**config.mk**
```make
export PLATFORM = sky130hd
export DESIGN_NAME = im_boot_loader
export DESIGN_NICKNAME = d
export VERILOG_FILES = /design/src/rtl/im_boot_loader.sv
export SDC_FILE = /design/constraint.sdc
export NUM_CORES = 1
export LEC_CHECK = 0
export ABC_CLOCK_PERIOD_IN_PS = 2510
export CAP_MARGIN = 20
export CORE_MARGIN = 2
export CORE_UTILIZATION = 45
export DETAILED_ROUTE_END_ITERATION = 6
export PLACE_DENSITY = 0.84
export SYNTH_ARGS = -nofsm -noshare
export SYNTH_HDL_FRONTEND = slang
export SYNTH_SLANG_ARGS = --single-unit
```
**constraint.sdc**
```tcl
create_clock -name clk -period 2.51 [get_ports clk]
set_input_delay 0.753 -clock clk [delete_from_list [all_inputs] [get_ports clk]]
set_output_delay 0.753 -clock clk [all_outputs]
set_load 0.01 [all_outputs]
```
**src/rtl/im_boot_loader.sv**
```systemverilog
// im_boot_loader
//   Boot-time instruction-memory loader. Receives a byte stream over a
//   valid/ready handshake, packs each group of 4 bytes little-endian into a
//   32-bit word and writes the words to instruction memory at consecutive
//   word addresses starting from 0. The rv32i core is held in reset
//   (cpu_reset=1) until the requested number of words has been written.
//
// Ports
//   clk, reset   rising-edge clock, asynchronous active-high reset
//   start        load request, honoured only in IDLE and DONE
//   n_words      word count captured on an accepted start (0 or >DEPTH => DEPTH)
//   byte_valid   stream byte valid
//   byte_data    stream byte (first byte of a word lands in bits [7:0])
//   byte_ready   loader accepts a byte this cycle
//   im_we        instruction-memory write strobe, one cycle per word
//   im_addr      instruction-memory word address
//   im_wd        instruction-memory write data
//   cpu_reset    core reset, high while the program is not loaded
//   busy         loader receiving or writing
//   done         program loaded, core released
module im_boot_loader #(
  parameter int ADDR_W = 5
) (
  input  logic              clk,
  input  logic              reset,
  input  logic              start,
  input  logic [ADDR_W:0]   n_words,
  input  logic              byte_valid,
  input  logic [7:0]        byte_data,
  output logic              byte_ready,
  output logic              im_we,
  output logic [ADDR_W-1:0] im_addr,
  output logic [31:0]       im_wd,
  output logic              cpu_reset,
  output logic              busy,
  output logic              done
);

  typedef enum logic [1:0] {
    S_IDLE,
    S_RECV,
    S_WRITE,
    S_DONE
  } state_t;

  state_t            state, state_nx;
  logic [1:0]        byte_cnt;
  logic [ADDR_W-1:0] word_cnt;
  logic [ADDR_W-1:0] last_idx;   // clamped count minus one
  logic [ADDR_W-1:0] last_cap;
  logic [23:0]       asm_q;      // lower three lanes of the word being assembled
  logic              start_ok;
  logic              xfer;
  logic              last_word;

  assign start_ok  = start && ((state == S_IDLE) || (state == S_DONE));
  assign xfer      = (state == S_RECV) && byte_valid;
  assign last_word = (word_cnt == last_idx);

  // A count of 0 or anything with the top bit set (>= DEPTH) maps to the
  // full memory, whose last index is all ones.
  always_comb begin
    if (n_words[ADDR_W] || (n_words == '0)) begin
      last_cap = '1;
    end else begin
      last_cap = n_words[ADDR_W-1:0] - ADDR_W'(1);
    end
  end

  always_ff @(posedge clk or posedge reset) begin
    if (reset) begin
      state <= S_IDLE;
    end else begin
      state <= state_nx;
    end
  end

  always_comb begin
    state_nx = state;
    case (state)
      S_IDLE:  if (start_ok) state_nx = S_RECV;
      S_RECV:  if (xfer && (byte_cnt == 2'd3)) state_nx = S_WRITE;
      S_WRITE: state_nx = last_word ? S_DONE : S_RECV;
      S_DONE:  if (start_ok) state_nx = S_RECV;
      default: state_nx = S_IDLE;
    endcase
  end

  always_ff @(posedge clk or posedge reset) begin
    if (reset) begin
      byte_cnt <= '0;
      word_cnt <= '0;
      last_idx <= '0;
      asm_q    <= '0;
      im_addr  <= '0;
      im_wd    <= '0;
    end else begin
      if (start_ok) begin
        byte_cnt <= '0;
        word_cnt <= '0;
        last_idx <= last_cap;
      end
      if (xfer) begin
        byte_cnt <= byte_cnt + 2'd1;
        case (byte_cnt)
          2'd0: asm_q[7:0]   <= byte_data;
          2'd1: asm_q[15:8]  <= byte_data;
          2'd2: asm_q[23:16] <= byte_data;
          default: begin
            // The fourth byte goes straight into the output register so the
            // complete word is already registered during the WRITE cycle.
            im_addr <= word_cnt;
            im_wd   <= {byte_data, asm_q};
          end
        endcase
      end
      if ((state == S_WRITE) && !last_word) begin
        word_cnt <= word_cnt + ADDR_W'(1);
      end
    end
  end

  assign byte_ready = (state == S_RECV);
  assign im_we      = (state == S_WRITE);
  assign busy       = (state == S_RECV) || (state == S_WRITE);
  assign done       = (state == S_DONE);
  assign cpu_reset  = (state != S_DONE);

endmodule
```
==> results of run 1 <==
==> power groups by stage <==
stage,logic (mW),registers [mW],clock network (mW)
4_1_cts,1.63,1.98,1.05
3_5_place_dp,1.63,2.00,0
2_1_floorplan,0.781,2.04,0
5_1_grt,1.76,2.03,1.09
3_3_place_gp,1.56,1.99,0
6_report,1.61,1.97,1.02
==> registers in the layout, summed over array words and instances (netlist names) <==
| signal | cells |
|---|---|
| asm_q | 24 |
| byte_cnt | 2 |
| im_addr | 5 |
| im_wd | 32 |
| last_idx | 5 |
| state | 2 |
| word_cnt | 5 |
==> logic make-up after synthesis <==
group | after synthesis | synth area share [%]
compound gates | 24 | 5.17
xor+xnor | 9 | 2.49
fa+ha+maj | 10 | 3.95
buf+inv | 20 | 2.60
flops | 75 | 59.2
mux | 60 | 21.4
simple gates | 35 | 5.21
==> cell usage in the layout (no fill, tap or decap), types with 6 or more instances in the layout <==
cell / synthesis / layout
o21ai_0: 6 / 6
nor2_1: 11 / 11
clkbuf_8: 0 / 10
dfrtp_1: 75 / 75
ha_1: 10 / 10
xnor2_1: 7 / 7
a31oi_1: 6 / 6
mux2_2: 58 / 58
clkdlybuf4s50_1: 0 / 59
inv_1: 13 / 12
nand2_1: 8 / 8
==> worst paths after layout <==
kind                                        start                endpoint  slack, ps
max                          state[1]$_DFFE_PP0P_              byte_ready         90
min                        im_addr[3]$_DFFE_PP0P_  im_addr[3]$_DFFE_PP0P_        480
max reg2reg                  state[0]$_DFFE_PP0P_   asm_q[10]$_DFFE_PP0P_        730
min reg2reg                im_addr[3]$_DFFE_PP0P_  im_addr[3]$_DFFE_PP0P_        480
max in group asynchronous                   reset    asm_q[4]$_DFFE_PP0P_       1340
min in group asynchronous                   reset   im_wd[10]$_DFFE_PP0P_        860
==> metrics by stage <==
stage	area, sq um	power (mW)	hold slack [ps]	utilization [%]	instances
5_1_grt	4170	4.89	514	61.3	403
4_1_cts	4160	4.66	487	61.2	402
6_report	4170	4.60	479	61.3	403
3_3_place_gp	3930	3.54	463	57.9	386
3_5_place_dp	3930	3.63	470	57.9	386
2_1_floorplan	3170	2.82	475	-	233
==> metal layers <==
layer	up-vias	part of all wire, %
li1	960	-
met1	995	45
met2	39	49
met3	11	3.4
met4	0	2.2
met5	-	0
==> worst min-delay path, cell delays in order (launching register included) <==
cell and delay (ps):
dfrtp_1 340, nand2_1 50, o21ai_0 60
==> cell type report <==
type	count	area, sq um	area share (%)
Multi-Input combinational cell	138	1220	29.2
Inverter	13	52.6	1.26
Timing Repair Buffer	65	673	16.2
Tap cell	96	120	2.88
Clock buffer	10	138	3.30
Sequential cell	75	1880	45.1
Clock inverter	6	88.8	2.13
==> results.sh, run 1 <==
export IMPL_status="finished, final reports clean"
export IMPL_dpl_worst_slack_ps=233
export IMPL_ioPinCount=60
export IMPL_cts_setup_buffers=0
export IMPL_overflow=0
export IMPL_antenna_found_initial=0
export IMPL_critPathTopFamily="buffers and inverters"
export IMPL_path_clk_slew_ps=70
export IMPL_critPathBufInv=2
export IMPL_ff2ff_path_depth=5
export IMPL_drv_slew=0
export IMPL_switchingPower_mw=1.33
export IMPL_endpoint_kind="output port"
export IMPL_detail_route_wl_per_cell_um=14.2
export IMPL_min_period_ps=2420
export IMPL_yosysMostFrequentCell="dfrtp_1"
export IMPL_p_clk_share_pct=22.2
export IMPL_startpoint_type="flop"
export IMPL_skew_ps=10.1
export IMPL_row_count=30
export IMPL_power_density_nw_per_um2=1100
export IMPL_num_fill_cells=518
export IMPL_busiest_layer="met2"
export IMPL_cts_buffers_inserted=9
export IMPL_cp_arrival_ps=1670
export IMPL_dp_hpwl_mm=4.16
export IMPL_final_nets=330
export IMPL_cts_sinks=75
export IMPL_power_frac_seq_pct=42.8
export IMPL_synthTopCellsByArea="dfrtp_1 59%, mux2_2 21%, ha_1 3.9%, xnor2_1 1.9%, inv_1 1.5%"
export IMPL_avgViaCountPerCell=4.98
export IMPL_synth_edff_count=0
export IMPL_setup_viol=0
export IMPL_switching_share_pct=29.0
export IMPL_vias=2005
export IMPL_cp_slowest_stage_delay_ps=580
export IMPL_syn_area_per_cell_sq_um=13.6
export IMPL_cpMaxStageDelayCell="clkdlybuf4s50_1"
export IMPL_area_delta_synth_final_pct=31.4
export IMPL_rsz0062_at_grt="no"
export IMPL_dieArea_sq_um=7730
export IMPL_hold_depth=2
export IMPL_synth_nets=261
export IMPL_synth_largest_area_cell="dfrtp_1"
export IMPL_drt_iter0_markers=91
export IMPL_ctsHoldBuffers=0
export IMPL_synth_cell_area_sq_um=3170
export IMPL_setup_tns_ps=0
export IMPL_syn_inst=233
export IMPL_p_leak_nw=1.88
export IMPL_maxCapViolCount=0
export IMPL_drtPass1Iterations=4
export IMPL_use_met1_pct=20.9
export IMPL_htree_levels=3
export IMPL_cts_root_buffer="clkbuf_8"
export IMPL_grt_pass1_vias=1981
export IMPL_combinationalPowerShare_pct=35.0
export IMPL_synth_seq_cells=75
export IMPL_synthArstFlopShare_pct=100
export IMPL_grt_util_met3_pct=3.49
export IMPL_wl_mm=5.74
export IMPL_p_int_mw=3.27
export IMPL_ctsResizeCount=0
export IMPL_grt_max_degree=76
export IMPL_hold_viol=0
export IMPL_die_y_um=87.9
export IMPL_synthTopCellsByCount="75 x dfrtp_1, 58 x mux2_2, 13 x inv_1, 11 x nor2_1, 10 x ha_1"
export IMPL_cts_max_path_buffers=2
export IMPL_antenna_cells=0
export IMPL_yosysWarnings=0
export IMPL_path_class="flop to output port"
export IMPL_fin_ws_ps=89.3
export IMPL_synth_flop_cell="dfrtp_1"
export IMPL_grt_total_usage_pct=16.2
export IMPL_slew_limit_headroom_pct=74.1
export IMPL_fin_crit_sh_pct=96.4
export IMPL_holdCritPathClass="flop to flop"
export IMPL_drc=0
export IMPL_cp_cell_sequence="inv_1, ha_1, clkdlybuf4s50_1"
export IMPL_gp_congestion=0.797
export IMPL_met2_usage_pct=25.0
export IMPL_ys_seq_area_share_pct=59.2
export IMPL_io_buffers=59
export IMPL_die_x_um=87.9
export IMPL_max_freq_mhz=413
export IMPL_insertion_delay_ps=350
export IMPL_grt_pass1_wl_mm=9.37
export IMPL_worst_path_stages=3
export IMPL_worst_path_max_fanout=5
export IMPL_final_layout_size_suffix_gt1_share_pct=28.7
export IMPL_core_area_sq_um=6790
export IMPL_required_ps=1760
export IMPL_ir_drop_mv=0.414
export IMPL_synth_top_area_share_pct=59.2
export IMPL_worst_pin_slew_ps=388
export IMPL_initial_core_util_pct=46.7
export IMPL_synth_cell_types=30
export IMPL_ant_nets=0
export IMPL_cts_tree="yes"
Power figures use the tool's default switching activity.
==> run 2, diff against run 1 <==
- CAP_MARGIN: 20 -> 30
==> results of run 2 <==
Same layout as run 1: the final DEF is identical, and so are final timing and power.
==> variant 1, RTL diff (flow settings as in run 1) <==
The parameter `ADDR_W` goes from 5 to 6.
--- a/src/rtl/im_boot_loader.sv
+++ b/src/rtl/im_boot_loader.sv
@@ -19,7 +19,7 @@
 //   busy         loader receiving or writing
 //   done         program loaded, core released
 module im_boot_loader #(
-  parameter int ADDR_W = 5
+  parameter int ADDR_W = 6
 ) (
   input  logic              clk,
   input  logic              reset,
Interface: changed (resized im_addr and n_words); port bits go from 60 to 62. The function was not compared with the original's and may differ.
==> variant 1 against run 1 <==
  * Final area increased by 2.5%
  * Area after synthesis rose by 4.7%
  * Sequential cell count up 3
  * Sequential power is 8% higher
  * Power rose by 5.5%
  * Core utilization fell by 2.2 points
  * Wire length up 3.3%
  * Sequential share of layout area increased by 0.68 points
  * Final cell count increased by 4.0%
  * Setup slack better by 2.4 ps
  * Largest cell class unchanged
  * Highest routed layer unchanged
==> variant 1: results (changes against run 1) <==
Timing
  • Setup ws final: 91.8 ps (+2.45 ps)
  • Worst hold margin: 491 ps (+11.8 ps)
  • Max_slew headroom: 72.5% (-1.6 points)
  • Skew final: 10.5 ps (+0.376 ps)

Drt
  • First DRT Iteration DRCs: 74 (-19%)
  • Wl on met1: 2.67 mm (+3.0%)
  • WL final: 5.93 mm (+3.3%)

Finish
  • Multi-input logic cell count: 145 (+5.1%)
  • Buffers excl. clock: 68 (+4.6%)
  • Fill cell count: 592 (+14%)
  • Layout cells sized above 1: 27.5% (-1.2 points)
  • Sequential cell count: 78 (+4.0%)
  • Non-filler instance count after layout: 419 (+4.0%)
  • Total Nets Final: 344 (+4.2%)
  • Layout area overhead: 28.6%
  • Final non-clock buffer share: 16.2% (+0.022 points)
  • Clock-cell share of area: 4.40% (-1.0 points)

Placed design
  • Placed cells: 402 (+4.1%)
  • Setup WS pre-CTS: 293 ps (+59.9 ps)
  • DP HPWL: 4.23 mm (+1.7%)
  • Gpl congestion: 0.759 (-4.7%)

Global route
  • GRT Util Overall: 15.7% (-0.47 points)
  • GR Layer Usage met1: 20.1% (-0.85 points)
  • Number of global-route vias before repair: 2,165 (+9.3%)
  • Met3 track demand over resource: 4.02% (+0.54 points)
  • First-pass GRT wire length: 10.3 mm (+9.4%)

Yosys
  • Xor/xnor share of the synthesized area: 3.17% (+0.68 points)
  • Net count after synthesis: 271 (+3.8%)
  • Post-Synth Adder-Cell Area: 3.77% (-0.18 points)
  • Post-synthesis cell type count: 33 (+10%)
  • Synth Area in Compound Gates: 4.75% (-0.42 points)
  • Top cells by area, synth: dfrtp_1, mux2_2, ha_1, xnor2_1, inv_1
  • Mapped Cells: 242 (+3.9%)

Critical path
  • Worst Setup EP: cpu_reset
  • Crit path max fanout: 3 (-2)
  • R2r endpoint: asm_q[8]$_DFFE_PP0P_
  • Crit path largest cell delay: 520 ps (-60 ps)
  • Crit path from: state[0]$_DFFE_PP0P_

Worst hold path
  • Hold Path Depth: 1 (-1)
  • Hold Path Origin: asm_q[2]$_DFFE_PP0P_
  • Hold endpoint: im_wd[2]$_DFFE_PP0P_

Power
  • Static leakage: 1.92 nW (+2.2%)
  • Net Sw Power: 1.52 mW (+14%)

Run status
  • Outcome: finished clean

CTS
  • Setup Buffers After CTS: 1 (+1)
  • Reg clk slew, reported paths: 90 ps (+20 ps)
==> variant 1: changes by cell type after synthesis, sizes merged, moves of 2 or more <==
cell    change
a31oi       -6
dfrtp       +3
nand3       -2
a21oi       +5
nand2       +5
xnor2       +3
mux2i       +2
nand2b      +2
nor2b       -2
==> variant 1: cells by family (layout without fill, tap and decap cells) <==
group,after synthesis,after routing
simple gates,37,37
fa+ha+maj,10,10
mux,62,62
buf+inv,19,97
xor+xnor,12,12
compound gates,24,24
flops,78,78
==> variant 1: power groups by stage <==
| stage | clock network [mW] | registers, mW | logic (mW) |
|---|---|---|---|
| after global placement | 0 | 2.13 | 1.80 |
| after global routing | 0.959 | 2.20 | 2.01 |
| after CTS | 0.909 | 2.13 | 1.88 |
| after detailed placement | 0 | 2.16 | 1.87 |
| final | 0.877 | 2.12 | 1.85 |
| after floorplan | 0 | 2.21 | 0.883 |
==> variant 2, RTL diff (flow settings as in run 1) <==
Made on the original files. Reset style: synchronous (`reset`), changed in 2 clocked blocks. Comments in the files are not updated.
--- a/src/rtl/im_boot_loader.sv
+++ b/src/rtl/im_boot_loader.sv
@@ -67,7 +67,7 @@
     end
   end
 
-  always_ff @(posedge clk or posedge reset) begin
+  always_ff @(posedge clk) begin
     if (reset) begin
       state <= S_IDLE;
     end else begin
@@ -86,7 +86,7 @@
     endcase
   end
 
-  always_ff @(posedge clk or posedge reset) begin
+  always_ff @(posedge clk) begin
     if (reset) begin
       byte_cnt <= '0;
       word_cnt <= '0;
Check against the original RTL: differs if reset is asserted again (counterexample within 4 cycles, from zero or initial values and one cycle with reset high); with reset held inactive, the same outputs for 10 cycles.
==> variant 2 against run 1 <==
  * Sequential share of layout area shrank 6.6 points
  * Setup slack gained 11 ps
  * Sequential cell count is the same
  * Final cell count grew 28%
  * Die area shrank 2.9%
  * Wire length grew 19%
  * Area after synthesis shrank 3.0%
  * Hold slack lost 22 ps
  * Final area shrank 6.1%
  * Critical path depth is the same
  * Critical path type unchanged
Power is not compared: it rests on default switching activity, and its combinational part moved more than twofold at a synthesized area within 25%.
==> variant 2: results (changes against run 1) <==
Placed design
  • Setup WS pre-CTS: 268 ps (+34.9 ps)
  • Gpl congestion: 0.848 (+6.4%)
  • DP HPWL: 4.86 mm (+17%)
  • Placed cells: 499 (+29%)
  • Placed Area: 0.00371 sq mm (-5.6%)

Global route
  • Number of global-route vias before repair: 2,509 (+27%)
  • Met2 usage: 31.2% (+6.2 points)
  • Met3 track demand over resource: 4.76% (+1.3 points)
  • Largest net degree at the start of global routing: 37 (-51%)
  • GRT Util Overall: 19.0% (+2.9 points)
  • First-pass GRT wire length: 11.3 mm (+20%)

Finish
  • Clock Buffer Count: 12 (+2)
  • Final Cell Area: 0.00391 sq mm (-6.1%)
  • Layout cells sized above 1: 7.82% (-21 points)
  • Clock-cell share of area: 4.99% (-0.45 points)
  • Reg area: 0.00150 sq mm (-20%)
  • Multi-input gate share of total cell area: 36.7% (+7.5 points)
  • Multi-input logic cell count: 268 (+94%)
  • Fill cell count: 589 (+14%)
  • Total Nets Final: 458 (+39%)
  • Final non-clock buffer share: 16.5% (+0.35 points)
  • Number of non-clock inverters: 9 (-4)
  • Buffers excl. clock: 67 (+3.1%)

Drt
  • Via count: 2,703 (+35%)
  • Wl on met1: 3.00 mm (+16%)
  • First DRT Iteration DRCs: 146 (+60%)
  • Via density per instance: 5.25 (+5.5%)
  • Routed length on met3: 438 microns (+120%)

Critical path
  • R2R depth: 6 (+1)
  • Crit path largest cell delay: 530 ps (-50 ps)
  • Crit path from: state[1]$_SDFFE_PP0P_
  • R2R Path Start: state[0]$_SDFFE_PP0P_
  • Worst Setup EP: busy
  • Slowest CP cell: clkdlybuf4s50_1
  • R2r endpoint: word_cnt[0]$_SDFFE_PP0P_

Yosys
  • Post-synthesis cell type count: 35 (+17%)
  • Post-synth top cells: nand2_1, dfxtp_1, a21oi_1, nand3_1, nor2_1
  • Sequential share of the synthesized area: 48.8% (-10 points)
  • Avg Inst Size Synth: 8.15 sq um (-40%)
  • Ys async rst share: 0% (-100 points)
  • Main synth FF type: dfxtp_1
  • Net count after synthesis: 405 (+55%)
  • Top cells by area, synth: dfxtp_1, nand2_1, a21oi_1, nand3_1, ha_1

Timing
  • Worst hold margin: 457 ps (-22.4 ps)
  • Max_slew headroom: 73.1% (-1.1 points)
  • Skew final: 7.77 ps (-2.36 ps)
  • Setup ws final: 101 ps (+11.3 ps)

CTS
  • CTS root buffer: clkbuf_8
  • Worst-Skew Late Latency: 340 ps

Worst hold path
  • Hold endpoint: im_wd[2]$_SDFFE_PP0P_
  • Hold Path Origin: im_wd[2]$_SDFFE_PP0P_

Die
  • Die W: 86.7 microns (-1.5%)

Run status
  • Outcome: finished clean
-- variant 2: cell count changes in the layout (fill, tap and decap cells not counted), sizes merged, moves of 4 or more --
cell,delta
nand2,+93
a31oi,-4
a211oi,+6
dfrtp,-75
nand3,+24
dfxtp,+75
a21oi,+61
mux2,-59
-- variant 2: report_power, final --
group	internal [mW]	total, mW	leakage (nW)	switching, mW
combinational	0.303	0.672	0.631	0.369
sequential	1.26	1.31	0.607	0.0556
clock	0.485	0.913	0.0926	0.427
-- variant 2: timing repair --
item,in CTS,in global routing
endpoints found under the setup margin,1,2
gates resized for setup,1,1
pin swaps,0,0
-- variant 2: kinds of logic after synthesis --
kind of cell	Yosys count	share of synthesized area, %
multiplexers	2	0.651
XOR/XNOR	8	2.28
buffers and inverters	34	4.60
adder cells (fa/ha/maj)	10	4.07
AO/OA/AOI/OAI	82	15.6
AND/OR/NAND/NOR	166	23.9
flip-flops	75	48.8
